$ cat config.mk
export PLATFORM = sky130hd
export DESIGN_NAME = aes_kat_sequencer
export DESIGN_NICKNAME = d
export VERILOG_FILES = /design/src/rtl/aes_kat_sequencer.sv
export SDC_FILE = /design/constraint.sdc
export NUM_CORES = 2
export LEC_CHECK = 0
export ABC_AREA = 1
export BUFFER_PORTS_ARGS = -buffer_cell sky130_fd_sc_hd__buf_4
export CAP_MARGIN = 10
export CORE_AREA = 3 3 522 524
export CTS_CLUSTER_DIAMETER = 30
export DETAILED_ROUTE_END_ITERATION = 6
export DIE_AREA = 0 0 525 527
export PLACE_DENSITY = 0.31
export SLEW_MARGIN = 15
export SYNTH_ARGS = -nofsm -noshare
export SYNTH_HDL_FRONTEND = slang
export SYNTH_SLANG_ARGS = --single-unit
export TNS_END_PERCENT = 5
$ cat constraint.sdc
create_clock -name clk -period 2.7 [get_ports clk]
set_clock_uncertainty 0.05 [all_clocks]
set_input_delay 0.27 -clock clk [delete_from_list [all_inputs] [get_ports clk]]
set_output_delay 0.27 -clock clk [all_outputs]
set_load 0.01 [all_outputs]
$ cat src/rtl/aes_kat_sequencer.sv
`default_nettype none
// =============================================================================
// Module   : aes_kat_sequencer
// Purpose  : Hardware AES known-answer self-test. Walks a vector ROM, issues
//            encrypt/decrypt jobs to one iterative AES core, tallies results.
// Revision : 1.0 - initial release
// =============================================================================
module aes_kat_sequencer #(
  parameter int         NUM_VEC   = 2,
  parameter logic [2:0] MODE_EN   = 3'b111,
  parameter bit         DEC_CHECK = 1'b1,
  parameter int         TIMEOUT   = 64
) (
  input  logic         clk,
  input  logic         rst_n,
  input  logic         start,
  output logic         busy,
  output logic         done,
  output logic         pass,
  output logic [7:0]   vec_idx,
  input  logic [127:0] rom_in,
  input  logic [255:0] rom_key,
  input  logic [127:0] rom_exp128,
  input  logic [127:0] rom_exp192,
  input  logic [127:0] rom_exp256,
  output logic         core_start,
  output logic [1:0]   core_mode,
  output logic         core_dir,
  output logic [127:0] core_data,
  output logic [255:0] core_key,
  input  logic         core_done,
  input  logic [127:0] core_result,
  output logic [7:0]   pass_cnt,
  output logic [7:0]   fail_cnt,
  output logic [11:0]  first_fail,
  output logic         timeout_err
);

  localparam logic [2:0]  c_IDLE     = 3'd0;
  localparam logic [2:0]  c_FETCH    = 3'd1;
  localparam logic [2:0]  c_ISSUE    = 3'd2;
  localparam logic [2:0]  c_WAIT     = 3'd3;
  localparam logic [2:0]  c_CHECK    = 3'd4;
  localparam logic [2:0]  c_FIN      = 3'd5;
  localparam logic [7:0]  c_LAST_VEC = 8'(NUM_VEC - 1);
  localparam logic [15:0] c_TO_LAST  = 16'(TIMEOUT - 1);

  logic [2:0]   r_state;
  logic         r_busy, r_done, r_pass, r_core_start, r_dir, r_timeout_err;
  logic [1:0]   r_mode;
  logic [7:0]   r_vec, r_pass_cnt, r_fail_cnt;
  logic [11:0]  r_first_fail;
  logic [15:0]  r_timer;
  logic [127:0] r_core_data, r_ref, r_result;
  logic [255:0] r_core_key;

  logic [127:0] w_rom_exp;
  logic         w_first_ok, w_next_ok, w_adv_dir;
  logic [1:0]   w_first_mode, w_next_mode, w_adv_mode;
  logic [2:0]   w_adv_state;
  logic [7:0]   w_adv_vec, w_pass_inc, w_fail_inc;
  logic [11:0]  w_first_fail;

  always_comb begin
    case (r_mode)
      2'd0:    w_rom_exp = rom_exp128;
      2'd1:    w_rom_exp = rom_exp192;
      default: w_rom_exp = rom_exp256;
    endcase
  end

  // Mode walk order is 128 -> 192 -> 256, skipping any disabled key size.
  always_comb begin
    w_first_ok   = |MODE_EN;
    w_first_mode = MODE_EN[0] ? 2'd0 : (MODE_EN[1] ? 2'd1 : 2'd2);
    w_next_ok    = 1'b0;
    w_next_mode  = 2'd2;
    case (r_mode)
      2'd0: begin
        w_next_ok   = MODE_EN[1] | MODE_EN[2];
        w_next_mode = MODE_EN[1] ? 2'd1 : 2'd2;
      end
      2'd1:    w_next_ok = MODE_EN[2];
      default: w_next_ok = 1'b0;
    endcase
  end

  always_comb begin
    w_adv_state = c_ISSUE;
    w_adv_mode  = r_mode;
    w_adv_dir   = 1'b0;
    w_adv_vec   = r_vec;
    if (DEC_CHECK && !r_dir) begin
      w_adv_dir = 1'b1;
    end else if (w_next_ok) begin
      w_adv_mode = w_next_mode;
    end else if (r_vec == c_LAST_VEC) begin
      w_adv_state = c_FIN;
    end else begin
      w_adv_vec   = r_vec + 8'd1;
      w_adv_state = c_FETCH;
    end
  end

  assign w_pass_inc   = (r_pass_cnt == 8'hFF) ? r_pass_cnt : r_pass_cnt + 8'd1;
  assign w_fail_inc   = (r_fail_cnt == 8'hFF) ? r_fail_cnt : r_fail_cnt + 8'd1;
  assign w_first_fail = r_first_fail[0] ? r_first_fail : {r_vec, r_mode, r_dir, 1'b1};

  always_ff @(posedge clk or negedge rst_n) begin
    if (!rst_n) begin
      r_state       <= c_IDLE;
      r_busy        <= 1'b0;
      r_done        <= 1'b0;
      r_pass        <= 1'b0;
      r_core_start  <= 1'b0;
      r_dir         <= 1'b0;
      r_timeout_err <= 1'b0;
      r_mode        <= 2'd0;
      r_vec         <= 8'd0;
      r_pass_cnt    <= 8'd0;
      r_fail_cnt    <= 8'd0;
      r_first_fail  <= 12'd0;
      r_timer       <= 16'd0;
      r_core_data   <= '0;
      r_ref         <= '0;
      r_result      <= '0;
      r_core_key    <= '0;
    end else begin
      r_core_start <= 1'b0;
      r_done       <= 1'b0;
      case (r_state)
        c_IDLE: begin
          if (start) begin
            r_pass_cnt    <= 8'd0;
            r_fail_cnt    <= 8'd0;
            r_first_fail  <= 12'd0;
            r_timeout_err <= 1'b0;
            r_pass        <= 1'b0;
            r_vec         <= 8'd0;
            r_busy        <= 1'b1;
            r_state       <= c_FETCH;
          end
        end
        c_FETCH: begin
          r_mode  <= w_first_mode;
          r_dir   <= 1'b0;
          r_state <= w_first_ok ? c_ISSUE : c_FIN;
        end
        c_ISSUE: begin
          r_core_data  <= r_dir ? w_rom_exp : rom_in;
          r_ref        <= r_dir ? rom_in : w_rom_exp;
          r_core_key   <= rom_key;
          r_core_start <= 1'b1;
          r_timer      <= 16'd0;
          r_state      <= c_WAIT;
        end
        c_WAIT: begin
          if (core_done) begin
            r_result <= core_result;
            r_state  <= c_CHECK;
          end else if (r_timer == c_TO_LAST) begin
            r_fail_cnt    <= w_fail_inc;
            r_first_fail  <= w_first_fail;
            r_timeout_err <= 1'b1;
            r_state       <= w_adv_state;
            r_mode        <= w_adv_mode;
            r_dir         <= w_adv_dir;
            r_vec         <= w_adv_vec;
          end else begin
            r_timer <= r_timer + 16'd1;
          end
        end
        c_CHECK: begin
          if (r_result == r_ref) begin
            r_pass_cnt <= w_pass_inc;
          end else begin
            r_fail_cnt   <= w_fail_inc;
            r_first_fail <= w_first_fail;
          end
          r_state <= w_adv_state;
          r_mode  <= w_adv_mode;
          r_dir   <= w_adv_dir;
          r_vec   <= w_adv_vec;
        end
        c_FIN: begin
          r_done  <= 1'b1;
          r_busy  <= 1'b0;
          r_pass  <= (r_fail_cnt == 8'd0);
          r_state <= c_IDLE;
        end
        default: r_state <= c_IDLE;
      endcase
    end
  end

  assign busy        = r_busy;
  assign done        = r_done;
  assign pass        = r_pass;
  assign vec_idx     = r_vec;
  assign core_start  = r_core_start;
  assign core_mode   = r_mode;
  assign core_dir    = r_dir;
  assign core_data   = r_core_data;
  assign core_key    = r_core_key;
  assign pass_cnt    = r_pass_cnt;
  assign fail_cnt    = r_fail_cnt;
  assign first_fail  = r_first_fail;
  assign timeout_err = r_timeout_err;

endmodule
`default_nettype wire

# == After elaboration in Yosys (flattened, before gate mapping) ==
# Cells that the tools add are included.
# word_totals
romBits,0
inputBits,900
latch_bits,0
ramBits,0
n_memories,0
regBits,703
out_inout_bits,428
# op_classes
n_bitwise,0
shift,0
n_mul,0
muxes,54
magnitude_cmp,0
n_addsub,4
n_eq_ne,19
div,0
reduce_logical,19
# ops
cell,count
two-way mux 128 bit,2
case mux 128 bit (2 select lines),1
== test 128 bit,1
two-way mux 8 bit,12
two-way mux 12 bit,5
case mux 8 bit (3 select lines),2
case mux 12 bit (3 select lines),1
two-way mux 16 bit,2
case mux 16 bit (2 select lines),1
adder 8 x 1 -> 8 bit (second input constant),3
two-way mux 3 bit,6
adder 16 x 1 -> 16 bit (second input constant),1
== test 16 x 6 -> 1 bit (second input constant),1
== test 8 bit (second input constant),2
case mux 8 bit (2 select lines),1
case mux 3 bit (5 select lines),1
!= test 2 bit (second input constant),7
AND reduction 4 bit,3
two-way mux 1 bit,10
two-way mux 2 bit,5
== test 8 x 1 -> 1 bit (second input constant),1
logical NOT 8 bit,1
nonzero test 2 bit,4
== test 3 x 2 -> 1 bit (second input constant),2
14 further kinds,21

# == Depth between registers and ports, before layout ==
# logic_depth
depth_word,8
ltp_mapped,14
mapped_depth_nobuf,14

# == Least setup slack after synthesis ==
# No wires, ideal clock.
# synth_timing
path_type,reg2reg
start,reg r_state[0]
end,"reg r_pass_cnt[0], in the netlist pass_cnt[0]"
synth_period_minus_slack_ns,1.879
t_required_ns,2.532
t_arrival_ns,1.711
path_buffers,0
path_slack_ns,0.821
stages_incl_launch_ff,15
cell_sequence,dfrtp_1 -> inv_1 -> nand2_1 -> nor2_4 -> nand2_1 -> nor2_1 -> nand2_1 -> nor2_1 -> nand2_1 -> nor2_1 -> nand3_1 -> nand2_2 -> nand2_2 -> nand2_1 -> nand2_1
# synth_between
elab_chain_len,3
elab_cells_between_ends,8
classes_between,eq/ne: 4; mux: 1; reduce/logical: 3
# synth_lines
element,line_no,source
from (decl),48,logic [2:0] r_state;
from (signal assigned),111,r_state <= c_IDLE;
from (signal assigned),141,r_state <= c_FETCH;
from (signal assigned),147,r_state <= w_first_ok ? c_ISSUE : c_FIN;
== test 3 bit or logical NOT 3 bit (tied branches),131,case (r_state)
!= test 2 bit (no line) or nonzero test 2 bit (tied branches),n/a,
AND reduction 4 bit (no line),n/a,
to (signal assigned),175,r_pass_cnt <= w_pass_inc;
to (decl),51,"logic [7:0] r_vec, r_pass_cnt, r_fail_cnt;"
# Several ways; a longest one is shown, not always the timed one.
# A chain may end at the register's enable or synchronous reset.

# == Final worst setup path ==
# layout_timing
start,"reg r_mode[0], in the netlist core_mode[0]"
end,"reg r_core_data[41], in the netlist core_data[41]"
# layout_between
elab_chain_len,3
elab_cells_between_ends,4
classes_between,eq/ne: 1; mux: 2; reduce/logical: 1
# layout_lines
element,line_no,source
from (decl),50,logic [1:0] r_mode;
from (signal assigned),145,r_mode <= w_first_mode;
from (signal assigned),166,r_mode <= w_adv_mode;
from (signal assigned),181,r_mode <= w_adv_mode;
== test 2 x 1 -> 1 bit or logical NOT 2 bit (tied branches),65,case (r_mode)
case mux 128 bit (2 select lines) *,65,
two-way mux 128 bit *,150,r_core_data <= r_dir ? w_rom_exp : rom_in;
to (signal assigned),150,
to (decl),54,"logic [127:0] r_core_data, r_ref, r_result;"
# Every way passes the cells marked *; elsewhere a longest branch is shown, timed or not.

==> reports/summary.txt <==
Routed Antenna Nets -> 0
Place WS -> -0.126 ns
TritonCTS clock tree -> built
area leader, netlist -> dfrtp_1
clock sink count -> 703
CTS max path bufs -> 4
syn_area_per_cell -> 7.71 sq um
startpoint types -> flop
Final Wtd Congestion -> 0.904
via count -> 39543
largest net degree at the start of global routing -> 123
Overflow after GRT -> 0
Final Hold Vio Count -> 0
die height -> 527 um
register area -> 0.0176 sq mm
fill count -> 29529
syn_nets -> 5161
I/O Pins -> 1328
final slew viol count -> 0
port bufs -> 1327
Clock power frac -> 36.1%
Final period util -> 98.0%
Worst Path Required -> 3.43 ns
pwr dens -> 1280 mW/mm^2
Pint -> 51.6 mW
Via density -> 3.79
wire per inst -> 22.3 um
Post-CTS Setup Bufs -> 0
Reg power frac -> 22.4%
CTS Buf Count -> 277
switch share -> 39.1%
core area -> 0.268 sq mm
vias in the first global route -> 42607
Worst Path Max Fanout -> 70
CP Cell Sequence -> inv_1 -> nor2_4 -> buf_12 -> nand2_1 -> nand3_1 -> dlygate4sd3_1 -> nand2_1 -> a21oi_1
Worst VDD drop -> 0.000577 V
HPWL after detailed placement -> 180 mm
CP Capture Type -> flop
kind of cell adding the most delay to the critical path -> buffers and inverters
Max Freq -> 378 MHz
final setup violation count -> 0
Gate power share -> 41.4%
WL final -> 233 mm
width of the die -> 525 um
worst path bufs/invs -> 3
clock slew at reported path FFs -> 0.04 ns
Hold WC Path Type -> in -> reg
Syn Std Cell Area -> 0.0328 sq mm
status -> finished clean
CP dominant cell by count -> nand2_1
Area growth syn-to-layout -> 102%
drt drc -> 0
multi-input logic area -> 0.0141 sq mm
Worst-Skew Late Latency -> 0.85 ns
H-Tree Depth -> 5
DR iter-0 viols -> 2140
sequential fraction of the synthesis area -> 53.6%
fin worst setup slack -> 0.0545 ns
Site Rows -> 190
Synth cell types -> 32
Worst Path Arrival -> 3.38 ns
YS warnings -> 0
drt first pass iters -> 6
MaxCap Viol Count -> 0
CTS Root Cell -> clkbuf_16
Psw -> 33.1 mW
Period minus WS final -> 2.65 ns
share of layout cells above drive strength 1 -> 28.1%
slowest CP cell -> dlygate4sd3_1
Synth Instances -> 4255
initial core utilization -> 12.2%
die area -> 0.277 sq mm
Slew @ Worst Pin -> 1.15 ns
unrepaired setup endpoints after global routing -> yes
delay of the slowest cell on the worst path -> 0.68 ns
top post-synthesis cells by area -> dfrtp_1, nand2_1, a21oi_1
Yosys reg bits -> 703
setup TNS -> 0 ns
critical path type -> reg -> reg
Final #Nets -> 7553
first-pass GRT wire length -> 326 mm
Rel. slew slack -> 23.6%
initial antenna violation count -> 101
Yosys top cell area share -> 53.6%
gr usage total -> 16.3%
LEAKAGE -> 31.3 nW
-- synth_stat cells --
| cell | number |
|---|---|
| nor3_1 | 17 |
| buf_4 | 2 |
| nor3b_1 | 1 |
| o21a_1 | 2 |
| dfrtp_1 | 703 |
| a31oi_1 | 1 |
| o31ai_1 | 14 |
| o21ai_0 | 64 |
| buf_2 | 13 |
| or2_2 | 3 |
| o22ai_1 | 14 |
| clkbuf_1 | 223 |
| nand4_1 | 21 |
| xor2_1 | 37 |
| nor2_2 | 1 |
| nand2_1 | 1946 |
| nand3b_1 | 1 |
| o21ai_2 | 1 |
| and2_1 | 1 |
| xnor2_1 | 93 |
| nor2_4 | 2 |
| nor2_1 | 335 |
| nor3_4 | 1 |
| a21oi_1 | 500 |
| inv_2 | 4 |
| buf_1 | 10 |
| nor4_1 | 5 |
| inv_1 | 68 |
| o211ai_1 | 1 |
| nand3_1 | 161 |
| nand2_2 | 4 |
| ha_1 | 6 |
-- routing by layer --
metal  routed length, um  vias to the layer above  global-route usage [%]
li1                    -                    18482                       -
met1               93400                    19088                    18.7
met2              112000                     1482                    27.9
met3               19900                      453                    6.19
met4                7820                       38                    4.88
met5                 236                        -                       0
-- layout by cell type, fill, tap and decap left out, types with 34 or more instances in the layout --
cell type         n
a21oi_1         500
nor2_1          331
buf_4          1423
clkinv_2         37
o21ai_0          64
xor2_1           37
clkbuf_16       282
inv_1            67
dfrtp_1         701
clkbuf_1         73
buf_12           42
dlygate4sd3_1   892
nand3_1         151
xnor2_1          92
diode_2          34
nand2_1        1944
clkbuf_8         74
-- worst min-delay path, delay by kind of cell --
kind | cells | cell delay, ns
and+or+nand+nor | 3 | 0.25
AOI/OAI and AO/OA | 1 | 0.14
buffers and inverters | 2 | 0.19
-- logic make-up (layout without fill, tap and decap cells) --
kind of cell	Yosys count	in the layout	share of synthesized area [%]
adders and majority gates	6	6	0.229
other	0	34	0
AOI/OAI and AO/OA	597	597	9.31
xor gates and xnor gates	130	130	3.47
and+or+nand+nor	2499	2499	29.6
buffers and inverters	320	2926	3.73
DFF	703	703	53.6
-- per-stage QoR --
step / cell area, sq um / total power [mW] / hold slack (ns) / utilization [%] / instances
finish: 66200 / 84.7 / 0.0315 / 24.7 / 10447
global route: 66100 / 90.6 / 0.00757 / 24.7 / 10430
global placement: 47900 / 51.4 / 0.291 / 17.9 / 9027
detailed placement: 47900 / 51.3 / 0.288 / 17.9 / 9027
floorplan: 32800 / 33.9 / -0.0756 / - / 4255
CTS: 66000 / 86.3 / 0.00281 / 24.6 / 10409
-- flip-flops by register name, summed over array words and instances (netlist names), 2 cells and up --
| signal | count |
|---|---|
| r_state | 3 |
| vec_idx | 8 |
| fail_cnt | 8 |
| r_ref | 128 |
| core_data | 128 |
| first_fail | 12 |
| r_result | 128 |
| core_key | 256 |
| core_mode | 2 |
| r_timer | 16 |
| pass_cnt | 8 |
-- final timing paths --
| kind | start | to | slack (ns) | cells past startpoint |
|---|---|---|---|---|
| setup reg to reg | core_mode[0] | core_data[41] | 0.05 | 8 |
| max in group asynchronous | rst_n | core_data[111] | 1.72 | 3 |
| min in group asynchronous | rst_n | r_ref[41] | 0.37 | 3 |
| setup / recovery | core_mode[0] | core_data[41] | 0.05 | 8 |
| hold reg to reg | core_key[238] | core_key[238] | 0.42 | 2 |
| hold / removal | rom_exp256[126] | r_ref[126] | 0.03 | 6 |
-- power by group through the flow --
stage                     Sequential [mW]  Clock, mW  Combinational, mW
after floorplan                      19.6          0               14.3
after global placement               18.9          0               32.5
after detailed placement             19.0          0               32.2
after CTS                            19.0       31.4               35.9
after global routing                 19.6       32.0               38.9
final                                19.0       30.6               35.1
-- cell type report --
cell class | count | share of cell area (%)
antenna | 34 | 0.129
clock buffer | 429 | 12.6
clock inverter | 64 | 1.19
inverter | 72 | 0.439
multi-input combinational | 3232 | 21.3
sequential | 703 | 26.6
tap | 3552 | 6.72
timing repair buffer | 2361 | 31.0
-- what timing repair did --
action | 4_1_cts | 5_1_grt
setup endpoints to repair | 27 | 49
endpoints found under the hold margin | 1289 | 3
hold buffers | 889 | 4
gates resized for setup | 4 | 16
pin swaps | 2 | 4
Note: power is estimated with default switching activity, not from simulation.
